### config.mk
export PLATFORM = sky130hd
export DESIGN_NAME = sprite_row_renderer
export DESIGN_NICKNAME = d
export VERILOG_FILES = /design/src/rtl/sprite_row_renderer.sv
export SDC_FILE = /design/constraint.sdc
export NUM_CORES = 1
export LEC_CHECK = 0
export CAP_MARGIN = 20
export CELL_PAD_IN_SITES_DETAIL_PLACEMENT = 2
export CELL_PAD_IN_SITES_GLOBAL_PLACEMENT = 2
export CORE_MARGIN = 2
export CORE_UTILIZATION = 30
export CTS_BUF_LIST = sky130_fd_sc_hd__clkbuf_16
export DETAILED_ROUTE_END_ITERATION = 16
export PLACE_DENSITY_LB_ADDON = 0.1
export SLEW_MARGIN = 5
export SYNTH_ARGS = -nofsm -noshare
export SYNTH_HDL_FRONTEND = slang
export SYNTH_SLANG_ARGS = --single-unit
### constraint.sdc
create_clock -name clk -period 7.9 [get_ports clk]
set_input_delay 1.58 -clock clk [delete_from_list [all_inputs] [get_ports clk]]
set_output_delay 1.58 -clock clk [all_outputs]
set_load 0.03 [all_outputs]
### src/rtl/sprite_row_renderer.sv
`timescale 1ns/1ps
// sprite_row_renderer
// Streams one row of up to N_SPRITES identical, integer-scaled sprites against
// the horizontal scan. Per-sprite visibility, FRAMES animation frames and a
// run-time bitmap write port.
//
// Optional feature macro: SPRITE_ROW_MIRROR_EN
//   defined   : mirror is latched at start and reverses column order
//   undefined : mirror is ignored, columns always drawn left-to-right
//
// Ports
//   clk, rst_n          pixel clock, async active-low reset
//   start               begin a row (ignored while busy)
//   frame, mirror       frame select / horizontal flip, latched at start
//   spr_x, mask         row left edge / per-sprite enable, latched at start
//   pixel_x             current scan column
//   wr_en/frame/row/data bitmap write port (bit SPR_W-1 = leftmost pixel)
//   spr_draw            0 = no pixel, k = lit pixel of sprite k-1 (registered)
//   busy, done          row in progress / one-cycle completion pulse
module sprite_row_renderer #(
  parameter int unsigned N_SPRITES = 11,
  parameter int unsigned SPR_W     = 13,
  parameter int unsigned SPR_H     = 8,
  parameter int unsigned SCALE     = 3,
  parameter int unsigned PITCH     = 16 * SCALE,
  parameter int unsigned FRAMES    = 2,
  parameter int unsigned PX_W      = 10,
  parameter int unsigned H_ACTIVE  = 640,
  localparam int unsigned FRM_W    = (FRAMES > 1) ? $clog2(FRAMES) : 1,
  localparam int unsigned ROW_W    = (SPR_H > 1) ? $clog2(SPR_H) : 1,
  localparam int unsigned IDX_W    = $clog2(N_SPRITES + 1)
) (
  input  logic                 clk,
  input  logic                 rst_n,
  input  logic                 start,
  input  logic [FRM_W-1:0]     frame,
  input  logic                 mirror,
  input  logic [PX_W-1:0]      spr_x,
  input  logic [N_SPRITES-1:0] mask,
  input  logic [PX_W-1:0]      pixel_x,
  input  logic                 wr_en,
  input  logic [FRM_W-1:0]     wr_frame,
  input  logic [ROW_W-1:0]     wr_row,
  input  logic [SPR_W-1:0]     wr_data,
  output logic [IDX_W-1:0]     spr_draw,
  output logic                 busy,
  output logic                 done
);

  localparam int unsigned X_W   = (SPR_W > 1) ? $clog2(SPR_W) : 1;
  localparam int unsigned C_W   = (SCALE > 1) ? $clog2(SCALE) : 1;
  localparam int unsigned POS_W = PX_W + $clog2(N_SPRITES) + 1;
  localparam int unsigned SPAN  = SPR_W * SCALE;

  typedef enum logic [2:0] {
    S_IDLE, S_START, S_SEEK, S_DRAW, S_NEXT_LINE, S_DONE
  } state_t;

  state_t                 state_q, state_n;
  logic [FRM_W-1:0]       frame_q, frame_n;
  logic [PX_W-1:0]        spr_x_q, spr_x_n;
  logic [N_SPRITES-1:0]   mask_q, mask_n;
  logic [N_SPRITES-1:0]   eff_mask_q, eff_mask_n, eff_mask_c;
  logic [IDX_W-1:0]       i_q, i_n;
  logic [X_W-1:0]         x_q, x_n;
  logic [C_W-1:0]         cnt_x_q, cnt_x_n;
  logic [ROW_W-1:0]       y_q, y_n;
  logic [C_W-1:0]         cnt_y_q, cnt_y_n;
  logic [IDX_W-1:0]       spr_draw_n;
  logic                   busy_n, done_n;

  logic [SPR_W-1:0]       mem [FRAMES][SPR_H];
  logic [SPR_W-1:0]       row_bits;
  logic [X_W-1:0]         col;
  logic                   pix_bit;
  logic [N_SPRITES-1:0]   rem;
  logic                   pix_match;

`ifdef SPRITE_ROW_MIRROR_EN
  logic mirror_q, mirror_n;
`else
  logic unused_mirror;
  assign unused_mirror = mirror;
`endif

  // Screen x of sprite idx; wide enough that it never wraps.
  function automatic logic [POS_W-1:0] pos_of(input logic [PX_W-1:0]  sx,
                                              input logic [IDX_W-1:0] idx);
    return POS_W'(sx) + POS_W'(PITCH) * POS_W'(idx);
  endfunction

  // Bitmap storage: no reset, read-during-write returns the old line.
  always_ff @(posedge clk) begin
    if (wr_en) mem[wr_frame][wr_row] <= wr_data;
  end

  // Sprites that are masked off or would run past the active line are hidden.
  always_comb begin
    eff_mask_c = '0;
    for (int unsigned k = 0; k < N_SPRITES; k++) begin
      eff_mask_c[k] = mask_q[k] &&
        ((pos_of(spr_x_q, IDX_W'(k)) + POS_W'(SPAN)) <= POS_W'(H_ACTIVE));
    end
  end

  // Current bitmap pixel and seek helpers.
  always_comb begin
    row_bits = mem[frame_q][y_q];
`ifdef SPRITE_ROW_MIRROR_EN
    col = mirror_q ? x_q : (X_W'(SPR_W - 1) - x_q);
`else
    col = X_W'(SPR_W - 1) - x_q;
`endif
    pix_bit   = row_bits[col];
    rem       = eff_mask_q >> i_q;
    pix_match = (POS_W'(pixel_x) == pos_of(spr_x_q, i_q));
  end

  // Next-state and next-output logic.
  always_comb begin
    state_n    = state_q;
    frame_n    = frame_q;
    spr_x_n    = spr_x_q;
    mask_n     = mask_q;
    eff_mask_n = eff_mask_q;
    i_n        = i_q;
    x_n        = x_q;
    cnt_x_n    = cnt_x_q;
    y_n        = y_q;
    cnt_y_n    = cnt_y_q;
    spr_draw_n = '0;
`ifdef SPRITE_ROW_MIRROR_EN
    mirror_n   = mirror_q;
`endif
    case (state_q)
      S_IDLE: begin
        if (start) begin
          frame_n = frame;
          spr_x_n = spr_x;
          mask_n  = mask;
`ifdef SPRITE_ROW_MIRROR_EN
          mirror_n = mirror;
`endif
          state_n = S_START;
        end
      end
      S_START: begin
        y_n        = '0;
        cnt_y_n    = '0;
        i_n        = '0;
        eff_mask_n = eff_mask_c;
        state_n    = S_SEEK;
      end
      S_SEEK: begin
        // rem[0] is the visibility of sprite i; rem==0 means nothing left on this line.
        if (rem == '0) begin
          state_n = S_NEXT_LINE;
        end else if (!rem[0]) begin
          i_n = i_q + IDX_W'(1);
        end else if (pix_match) begin
          x_n     = '0;
          cnt_x_n = '0;
          state_n = S_DRAW;
        end
      end
      S_DRAW: begin
        spr_draw_n = pix_bit ? (i_q + IDX_W'(1)) : '0;
        if (cnt_x_q == C_W'(SCALE - 1)) begin
          cnt_x_n = '0;
          if (x_q == X_W'(SPR_W - 1)) begin
            i_n     = i_q + IDX_W'(1);
            state_n = S_SEEK;
          end else begin
            x_n = x_q + X_W'(1);
          end
        end else begin
          cnt_x_n = cnt_x_q + C_W'(1);
        end
      end
      S_NEXT_LINE: begin
        i_n     = '0;
        state_n = S_SEEK;
        if (cnt_y_q == C_W'(SCALE - 1)) begin
          cnt_y_n = '0;
          if (y_q == ROW_W'(SPR_H - 1)) state_n = S_DONE;
          else                          y_n = y_q + ROW_W'(1);
        end else begin
          cnt_y_n = cnt_y_q + C_W'(1);
        end
      end
      S_DONE:  state_n = S_IDLE;
      default: state_n = S_IDLE;
    endcase
    busy_n = (state_n != S_IDLE) && (state_n != S_DONE);
    done_n = (state_n == S_DONE);
  end

  // State, counters and registered outputs.
  always_ff @(posedge clk or negedge rst_n) begin
    if (!rst_n) begin
      state_q    <= S_IDLE;
      frame_q    <= '0;
      spr_x_q    <= '0;
      mask_q     <= '0;
      eff_mask_q <= '0;
      i_q        <= '0;
      x_q        <= '0;
      cnt_x_q    <= '0;
      y_q        <= '0;
      cnt_y_q    <= '0;
      spr_draw   <= '0;
      busy       <= 1'b0;
      done       <= 1'b0;
`ifdef SPRITE_ROW_MIRROR_EN
      mirror_q   <= 1'b0;
`endif
    end else begin
      state_q    <= state_n;
      frame_q    <= frame_n;
      spr_x_q    <= spr_x_n;
      mask_q     <= mask_n;
      eff_mask_q <= eff_mask_n;
      i_q        <= i_n;
      x_q        <= x_n;
      cnt_x_q    <= cnt_x_n;
      y_q        <= y_n;
      cnt_y_q    <= cnt_y_n;
      spr_draw   <= spr_draw_n;
      busy       <= busy_n;
      done       <= done_n;
`ifdef SPRITE_ROW_MIRROR_EN
      mirror_q   <= mirror_n;
`endif
    end
  end

endmodule

# Yosys cells after proc, flatten, opt, wreduce, memory -nomap -nowiden
# Memory sizes are Yosys's and may differ from the RTL's.
# Cells that the tools add are included.
# totals
register_bits,57
ramBits,208
in_bits,54
out_inout_bits,6
word_cells,147
mem_count,1
# memory_table
memory,words,width,rd,rd_clocked_by_memory_dff,wr,line_no,rtl
mem,2,104,1,0,1,72,logic [SPR_W-1:0] mem [FRAMES][SPR_H];
# op_classes
add_sub_neg,28
mul,1
n_lt_le_gt_ge,15
n_eq_ne,20
shift,1
mux,41
bitwise_logic,2
n_reduce_logical,25
# ops
op,n
"adder 11 x 6 -> 12 bit, second input constant",10
"<= comparator 12 x 10 -> 1 bit, second input constant",10
2-to-1 mux 104 bit,1
"adder 10 x 9 -> 11 bit, second input constant",5
2-to-1 mux 4 bit,11
binary-select mux 13 bit (select 3 bit),1
demux 13 bit (select 3 bit),1
2-to-1 mux 13 bit,3
"adder 10 x 8 -> 11 bit, second input constant",3
2-to-1 mux 3 bit,10
"adder 10 x 6 -> 11 bit, second input constant",2
"!= test 2 bit, second input constant",9
one-hot mux 3 bit (5 select lines),1
logical AND 1 bit,13
one-hot mux 4 bit (3 select lines),1
adder 10 x 10 -> 11 bit,1
"adder 10 x 7 -> 11 bit, second input constant",1
equality test 10 x 11 -> 1 bit,1
"<= comparator 11 x 10 -> 1 bit, second input constant",1
logical NOT 11 bit,1
>> shifter 11 x 4 -> 11 bit,1
2-to-1 mux 2 bit,5
"equality test 3 bit, second input constant",3
"adder 4 x 1 -> 4 bit, second input constant",2
27 further kinds,36

# Logic depth before layout (Yosys ltp)
# logic_depth
depth_word,9
mapped_depth,13
ltp_nobuf,13

# Worst setup path before layout
# Ideal clock, no wire load.
# synth_timing
path_kind,input -> register
start,in wr_row[1]
end,mem mem[0][100] (netlist bit) (enable)
setup_time_ps,417
arrival_ps,3125
t_required_ps,7483
path_slack_ps,4358
stages,2
path_buffers,1
cell_sequence,clkbuf_1 -> nor4_1
# synth_between
elab_chain_cells,6
elab_cells_between_ends,7
classes_between,2 x order compare; 3 x mux; 1 x bitwise; 1 x reduce/logical
# synth_rtl
element,line_no,rtl
from (decl),43,"input logic [ROW_W-1:0] wr_row,"
NOT 3 -> 4 bit (implied by the code) *,94,if (wr_en) mem[wr_frame][wr_row] <= wr_data;
greater-or-equal comparator 4 bit (implied by the code) or less-than comparator 4 x 1 -> 1 bit (tied branches),94,
logical AND 1 bit (implied by the code),94,
2-to-1 mux 13 bit (implied by the code),94,
demux 13 bit (select 3 bit) *,94,
2-to-1 mux 104 bit (implied by the code) *,94,
to (decl),72,
# Every way passes the cells marked *; elsewhere a longest branch is shown, timed or not.

# Worst setup path in the final report
# layout_timing
start,reg i_q[0]
end,reg cnt_x_q[0]
# layout_between
elab_chain_cells,5
elab_cells_between_ends,9
classes_between,1 x add/sub; 1 x mul; 4 x eq/ne; 1 x shift; 2 x reduce/logical
# layout_rtl
element,line_no,rtl
from (decl),64,"logic [IDX_W-1:0] i_q, i_n;"
from (signal assigned),223,i_q <= i_n;
multiplier 2 x 4 -> 6 bit,89,return POS_W'(sx) + POS_W'(PITCH) * POS_W'(idx);
adder 10 x 10 -> 11 bit,89,
equality test 10 x 11 -> 1 bit,116,"pix_match = (POS_W'(pixel_x) == pos_of(spr_x_q, i_q));"
!= test 2 bit (no source line),--,
AND reduction 4 bit (no source line) *,--,
to (signal assigned),225,cnt_x_q <= cnt_x_n;
to (decl),66,"logic [C_W-1:0] cnt_x_q, cnt_x_n;"
# Marked as above.
# A chain may end at the register's enable or synchronous reset.

==> results.tsv <==
metric	value	unit
status	finished clean	
P per Cell Area	349	nW/µm²
grt ovf	0	
final worst-path cycle share	50.4	%
yosys warns	0	
Fmax	251	MHz
final hold vios	0	
post-synthesis cell count	740	
register share of total power	39.0	%
n_diodes	0	
I/O Pins	60	
combinational family with the most area after synthesis	multiplexers	
vias per std cell	5.06	
Clock Power Share	30.7	%
Resized cells post-CTS	0	
pin count of the biggest net entering global routing	58	
Iter 0 DRT Violations	287	
Synth Cell Area	11500	µm²
simple-gate area share of the yosys netlist	6.97	%
P_int	3190	µW
Antenna Nets Post-Route	0	
top area cells in the synthesized netlist	edfxtp_1, dfrtp_1, mux4_2	
Synth Area in XOR/XNOR	1.29	%
die area	40000	µm²
switching share of power	34.2	%
layout cell share with drive strength beyond 1	18.6	%
nature of the critical path startpoint	flop	
Final Net Count	884	
area leader, netlist	edfxtp_1	
Core Area	37800	µm²
FF+latch count, synth	265	
Util after Layout	36.8	%
chip height	200	µm
Setup Skew	23.9	ps
count of pins over their slew limit	0	
IR drop worst, VDD	0.000167	V
syn_area_per_cell	15.6	µm²
adder-cell share of the synthesized area	1.87	%
proportion of power drawn by combinational gates	30.3	%
Max-cap violations	0	
clock buffer depth	3	
Final Hold Slack	500	ps
DRT Wirelength	32100	µm
Worst Hold Class	reg -> reg	
Clock Latency Late Sink	540	ps
drt pass-1 iters	4	
ys flop type	edfxtp_1	
Worst Path Required	8290	ps
NetSw	1660	µW
first-pass GRT wire length	48600	µm
WS Path Type	reg -> reg	
synthesized net count	810	
Die Wd	200	µm
Critical Path AT	4370	ps
Seq/Total Area, Yosys	66.5	%
Clock transition at path regs	50	ps
unrepaired setup endpoints after global routing	no	
Port-buffer cells	58	
Residual DRC	0	
CTS H-tree depth	2	
initial antenna violation count	0	
root buffer cell	clkbuf_16	
number of flops mapped to enable cells by yosys	208	
CTS tree	yes	
Synth top area share	54.2	%
Crit. End Element	flop	
Period minus WS final	3980	ps
setup violators final	0	
Post-CTS Setup Repair Bufs	0	
area grow syn2layout	20.4	%
Tot Pwr	4840	µW
vias	6839	
Async SR Flop Fraction	21.5	%
Setup TNS Final	0	ps
Worst Max-Slew Pin Slew	1070	ps
complex-gate fraction of the synthesized area	7.86	%
Initial Utilization	30.5	%
GPL Wtd Cong	0.763	
row cnt	71	
Num CTS Buffers	34	
Crit Path Max Fanout	11	
Hold-fix buffers, CTS	0	
total track usage	16.7	%
clock sinks	265	
Unique masters post-synth	72	
P_leak	0.00483	µW
hpwl dp	20200	µm
routed wire length per instance	23.7	µm
number of global-route vias before repair	7626	
Rel. slew slack	28.4	%
post-synthesis mux area share	13.2	%
-- power by group through the flow --
stage	Sequential, µW	Combinational (µW)	Clock [µW]
2_1_floorplan	1770	1180	0
3_3_place_gp	1920	1430	0
3_5_place_dp	1930	1490	0
4_1_cts	1900	1500	1540
5_1_grt	1930	1630	1590
6_report	1890	1470	1490
-- kinds of logic after synthesis --
kind of cell / after synthesis
and+or+nand+nor: 165
adders and majority gates: 16
AOI/OAI and AO/OA: 126
xor gates and xnor gates: 17
muxes: 98
buffers and inverters: 53
DFF: 265
-- sequential cells by signal, indices dropped and copies added, names as in the netlist, 3 cells and up --
register,cells
mem,208
eff_mask_q,11
mask_q,11
spr_x_q,10
i_q,4
spr_draw,4
x_q,4
state_q,3
y_q,3
-- routing by layer --
layer | GRT usage, % | share of wire [%] | wire [µm]
met1 | 21.2 | 44 | 14000
met2 | 29.8 | 52 | 16600
met3 | 2.65 | 2.9 | 929
met4 | 4.31 | 1.8 | 580
met5 | 0 | 0 | 0
-- cells in the mapped netlist (4+ instances only) --
cell and instances:
dfrtp_1 57, nand3_1 10, a22oi_1 12, nand2b_1 5
xor2_1 7, mux4_2 41, inv_1 17, nor2_1 31
a21oi_1 15, o21a_1 4, o2bb2ai_1 4, mux2_2 21
edfxtp_1 208, nand4_1 5, a21o_1 8, and2_1 6
or3_1 4, clkbuf_1 21, ha_1 14, buf_2 6
mux2i_1 35, o31ai_1 7, nor3_1 16, nand2_1 59
o21ai_0 33, xnor2_1 10, nor2b_1 10
-- worst max-delay path: stages, from the launching register on --
cell,delay [ps]
dfrtp_1,720
ha_1,310
inv_1,100
fa_1,410
xor2_1,190
ha_1,360
xnor2_1,250
xnor2_1,100
or4_4,450
a2111oi_4,470
o21ai_2,190
mux2_4,300
-- placed cells by master, fill, tap and decap left out, types with 8 or more instances in the layout --
cell type,instances
a21o_1,8
a21oi_1,15
a22oi_1,12
buf_4,13
clkbuf_16,34
clkdlybuf4s50_1,57
dfrtp_1,55
edfxtp_1,208
ha_1,14
inv_1,24
mux2_2,21
mux2i_1,35
mux4_2,41
nand2_1,59
nand3_1,10
nor2_1,29
nor2b_1,10
nor3_1,8
nor3_4,8
o21ai_0,33
xnor2_1,10
-- stage by stage --
| step | setup WS, ps | cells | instance area [µm²] |
|---|---|---|---|
| finish | 3920 | 1351 | 13900 |
| global placement | 3800 | 1287 | 12800 |
| global route | 3630 | 1351 | 13900 |
| CTS | 3820 | 1349 | 13800 |
| detailed placement | 3670 | 1287 | 12800 |
| floorplan | 4360 | 740 | 11500 |
-- area by class of cell --
type                    count  area [µm²]
fillers                  3742       23900
flip-flops and latches    265        7680
multi-input cells         422        3710
clock buffers              34         851
repair buffers             73         716
well taps                 511         639
clock inverters            28         230
inverters                  18        67.6
-- path summary, 6_finish.rpt --
path                                     from       endpoint  slack (ps)  cells after the start
worst max-delay path                   i_q[0]     cnt_x_q[0]        3920                     11
worst min-delay path            eff_mask_q[0]  eff_mask_q[0]         500                      2
worst max register to register         i_q[0]     cnt_x_q[0]        3920                     11
worst min register to register  eff_mask_q[0]  eff_mask_q[0]         500                      2
max in group asynchronous               rst_n         y_q[0]        6110                      2
min in group asynchronous               rst_n     spr_x_q[0]        1190                      2
Power figures use the tool's default switching activity.
==> RTL change 1, RTL diff (same flow settings) <==
Take the reset off `x_q` and load it in a clocked block of its own.
--- a/src/rtl/sprite_row_renderer.sv
+++ b/src/rtl/sprite_row_renderer.sv
@@ -204,7 +204,6 @@
       mask_q     <= '0;
       eff_mask_q <= '0;
       i_q        <= '0;
-      x_q        <= '0;
       cnt_x_q    <= '0;
       y_q        <= '0;
       cnt_y_q    <= '0;
@@ -221,7 +220,6 @@
       mask_q     <= mask_n;
       eff_mask_q <= eff_mask_n;
       i_q        <= i_n;
-      x_q        <= x_n;
       cnt_x_q    <= cnt_x_n;
       y_q        <= y_n;
       cnt_y_q    <= cnt_y_n;
@@ -234,5 +232,9 @@
     end
   end
 
+  always_ff @(posedge clk) begin
+    x_q <= x_n;
+  end
+
 endmodule
 
Function: no difference found for any inputs over 4 cycles, from zero or initial values and one cycle with rst_n low; that may be too few to reach the edited logic, so the function may still have changed.
==> RTL change 1 against the unedited design <==
Sequential cell count unchanged. Setup slack got worse by 0.33 ns. Die area fell by 0.88%. Area after synthesis fell by 0.90%. Routed wire length shrank 1.4%. Clock skew shrank 0.0093 ns. Fmax down 7.7%. Total power fell by 5.4%. Synthesized cell count is 1.5% lower. Sequential power is 2% lower. Combinational power down 18%. Design area shrank 0.51%. Critical endpoint is now x_q[2]. Largest cell class unchanged. Highest routed layer unchanged.
==> RTL change 1: results <==
export IMPL_yosys_warnings=0
export IMPL_cts_max_level=1
export IMPL_path_max_fanout=15
export IMPL_synthTopCellsByCount="212 x edfxtp_1, 53 x dfrtp_1, 53 x nand2_1, 45 x mux4_2, 40 x nor2_1"
export IMPL_p_leak_nw=4.709
export IMPL_synth_net_count=799
export IMPL_dpl_hpwl_um=20250
export IMPL_ys_top_cells_by_area="edfxtp_1 56%, dfrtp_1 12%, mux4_2 8.9%"
export IMPL_relSlewSlack_pct=35.00
export IMPL_dp_cells=1284
export IMPL_grt_max_degree=54
export IMPL_arrival_ns=4.53
export IMPL_path_clk_slew_ns=0.06
export IMPL_clkLatencyLatePin_ns=0.58
export IMPL_postCtsSetupBuffers=0
export IMPL_met3_length_um=912
export IMPL_synth_edff_count=212
export IMPL_num_fill_cells=3728
export IMPL_met1Wirelength_um=13550
export IMPL_ys_types=62
export IMPL_drt_vias_per_instance=5.015
export IMPL_nets=876
export IMPL_cts_resized=0
export IMPL_grt_pass1_wl_um=47600
export IMPL_post_place_ws_ns=3.117
export IMPL_grt_pass1_vias=7450
export IMPL_cts_buffers=31
export IMPL_dr_pass1_iters=4
export IMPL_status="completed"
export IMPL_top_regs="mem: 208 flops, eff_mask_q: 11 flops, mask_q: 11 flops"
export IMPL_drt_iter0_drc=314
export IMPL_wl_met2_um=16530
export IMPL_grt_total_usage_pct=16.44
export IMPL_layout_drive_gt1_share_pct=19.40
export IMPL_drt_wirelength_per_cell_um=23.59
export IMPL_synthArstFlopShare_pct=20.00
export IMPL_wl_um=31630
export IMPL_r2r_cells=11
export IMPL_post_synth_cell_area_avg_um2=15.68
export IMPL_gp_congestion=0.7254
export IMPL_ir_drop_mv=0.1984
export IMPL_top_layer="met4"
export IMPL_skew_ns=0.01468
export IMPL_port_buffers=58
export IMPL_seq_area_frac_synth_pct=67.32
export IMPL_hold_depth=1
RTL change 1: changes by cell type in the layout (fill, tap and decap cells not counted), moves of 6 or more:
cell	before	now
nor2_1	29	40
o22ai_1	0	7
nand2_1	59	53
mux2_2	21	35
mux2i_1	35	12
a22oi_1	12	3
nand3_1	10	22
RTL change 1: final cells by class:
cell class	count	area share, %
Clock buffer	31	5.615
Tap cell	511	4.628
Multi-Input combinational cell	412	25.74
Sequential cell	265	55.71
Timing Repair Buffer	78	5.542
Inverter	18	0.4890
Clock inverter	26	2.273
RTL change 1: metrics by stage:
step,hold slack [ns],instance area [um^2]
finish,0.5043,13820
global route,0.5357,13820
CTS,0.5081,13820
detailed placement,0.4986,12730
global placement,0.4809,12670
floorplan,0.4553,11430
RTL change 1: where the power goes:
group	switching [mW]	internal, mW
combinational	0.616	0.598
clock	0.576	0.941
sequential	0.209	1.65
total	1.40	3.18
RTL change 1: kinds of logic (layout without fill, tap and decap cells):
kind of cell,count (synthesis),count (layout),synth area share [%]
xor gates and xnor gates,18,18,1.380
buffers and inverters,52,153,2.037
adders and majority gates,16,16,1.883
and+or+nand+nor,177,177,7.643
AOI/OAI and AO/OA,109,109,6.373
muxes,92,92,13.37
DFF,265,265,67.32
RTL change 1: worst max-delay path, cell delays in order, from the launching register on:
cell and delay (ns):
dfrtp_1 0.73, ha_1 0.34, inv_1 0.10, fa_1 0.41, xor2_1 0.16, ha_1 0.35
xnor2_1 0.23, nor2_1 0.06, or4b_1 0.58, nor4b_2 0.35, nand2_1 0.15, o21ai_0 0.49
RTL change 1: layer usage:
metal,vias to the layer above,GRT usage (%)
met5,-,0
met4,0,4.008
met3,41,2.262
met2,96,29.97
met1,3594,20.53
li1,2994,-
RTL change 1: path summary, 6_finish.rpt:
kind,startpoint,slack [ns],end
setup / recovery,i_q[0],3.59,x_q[2]
setup reg to reg,i_q[0],3.59,x_q[2]
min in group asynchronous,rst_n,1.15,spr_x_q[3]
hold reg to reg,cnt_y_q[1],0.50,cnt_y_q[0]
hold / removal,cnt_y_q[1],0.50,cnt_y_q[0]
max in group asynchronous,rst_n,6.21,y_q[0]
==> RTL change 2, RTL diff (same settings) <==
Made on the original files. Build with the macro `SPRITE_ROW_MIRROR_EN` defined.
--- a/src/rtl/sprite_row_renderer.sv
+++ b/src/rtl/sprite_row_renderer.sv
@@ -17,6 +17,8 @@
 //   wr_en/frame/row/data bitmap write port (bit SPR_W-1 = leftmost pixel)
 //   spr_draw            0 = no pixel, k = lit pixel of sprite k-1 (registered)
 //   busy, done          row in progress / one-cycle completion pulse
+`define SPRITE_ROW_MIRROR_EN
+
 module sprite_row_renderer #(
   parameter int unsigned N_SPRITES = 11,
   parameter int unsigned SPR_W     = 13,
Function: changed (a bounded check fails within 10 cycles, from zero or initial values and one cycle with rst_n low).
==> RTL change 2 against the unedited design <==
Routed wire length increased by 0.20%. Worst hold slack got worse by 0.012 ns. Setup slack improved by 0.12 ns. Sequential cell count increased by 1. Area after synthesis increased by 0.33%. Critical endpoint is now x_q[1]. Design area increased by 0.48%. Sequential power about the same. Total power increased by 0.93%.
==> RTL change 2: results <==
export IMPL_status="completed"
export IMPL_non_clock_buffer_area_share_pct=5.434
export IMPL_post_place_ws_ns=3.882
export IMPL_layout_drive_gt1_share_pct=19.45
export IMPL_synth_xor_area_share_pct=1.514
export IMPL_synthCells=739
export IMPL_crit_family="simple AND/OR/NAND/NOR gates"
export IMPL_nets=885
export IMPL_ff_latch_area_um2=7702
export IMPL_drt_iter0_drc=275
export IMPL_multi_input_cells=416
export IMPL_synthTopCellsByCount="208 x edfxtp_1, 58 x dfrtp_1, 55 x nand2_1, 49 x mux4_2, 38 x o21ai_0"
export IMPL_pg_clk_mw=1.56
export IMPL_synthArstFlopShare_pct=21.80
export IMPL_yosys_warnings=0
export IMPL_ir_drop_mv=0.1918
export IMPL_dr_pass1_iters=4
export IMPL_synth_ff_type="edfxtp_1"
export IMPL_num_fill_cells=3773
export IMPL_crit_slowest_cell="dfrtp_1"
export IMPL_vias=6715
export IMPL_clockBufferDepth=3
export IMPL_grt_pass1_wl_um=49000
export IMPL_ys_top_cells_by_area="edfxtp_1 54%, dfrtp_1 13%, mux4_2 9.5%"
export IMPL_path_max_fanout=14
export IMPL_arrival_ns=4.31
export IMPL_clockNetworkAreaShare_pct=7.963
export IMPL_nNonClkInverters=20
export IMPL_ys_types=67
export IMPL_p_leak_nw=4.765
export IMPL_seq_cells=266
export IMPL_drt_vias_per_instance=4.978
export IMPL_clkLatencyLatePin_ns=0.59
export IMPL_skew_ns=0.02069
export IMPL_synthAdderAreaFrac_pct=1.860
export IMPL_grt_max_degree=59
export IMPL_multi_input_area_share_pct=26.28
export IMPL_port_buffers=59
export IMPL_seq_share_pct=55.20
export IMPL_clockBufferCount=31
export IMPL_top_regs="mem: 208 flops, eff_mask_q: 11 flops, mask_q: 11 flops"
export IMPL_gp_congestion=0.7623
export IMPL_p_sw_share_pct=32.58
export IMPL_drt_wirelength_per_cell_um=23.82
export IMPL_seq_area_frac_synth_pct=66.54
export IMPL_synth_net_count=809
export IMPL_placed_area_um2=12830
export IMPL_signal_buffers=80
export IMPL_grt_total_usage_pct=16.24
export IMPL_relSlewSlack_pct=40.19
export IMPL_root_buffer="clkbuf_16"
export IMPL_synth_mux_area_share_pct=13.56
export IMPL_critPathMaxStageDelay_ns=0.67
export IMPL_cts_max_level=1
export IMPL_synth_compound_area_share_pct=6.349
export IMPL_grt_pass1_vias=7499
export IMPL_dpl_hpwl_um=22130
-- RTL change 2: per-layer routing --
metal	track usage (%)	wire [um]
met5	0	0
met2	28.53	16430
met3	2.083	755
met4	3.571	616
met1	21.48	14320
-- RTL change 2: final timing paths --
path                             from          to  slack, ns  cells after the start
max in group asynchronous       rst_n     frame_q       6.13                      2
setup / recovery               i_q[0]      x_q[1]       4.04                     12
setup reg to reg               i_q[0]      x_q[1]       4.04                     12
min in group asynchronous       rst_n  cnt_x_q[1]       1.16                      2
hold reg to reg            cnt_y_q[1]  cnt_y_q[0]       0.49                      1
hold / removal             cnt_y_q[1]  cnt_y_q[0]       0.49                      1
-- RTL change 2: stage by stage --
stage	hold WS, ns	power, mW
3_5_place_dp	0.4728	3.392
3_3_place_gp	0.4486	3.339
6_report	0.4878	4.890
4_1_cts	0.4967	4.975
2_1_floorplan	0.4339	2.930
5_1_grt	0.5477	5.173
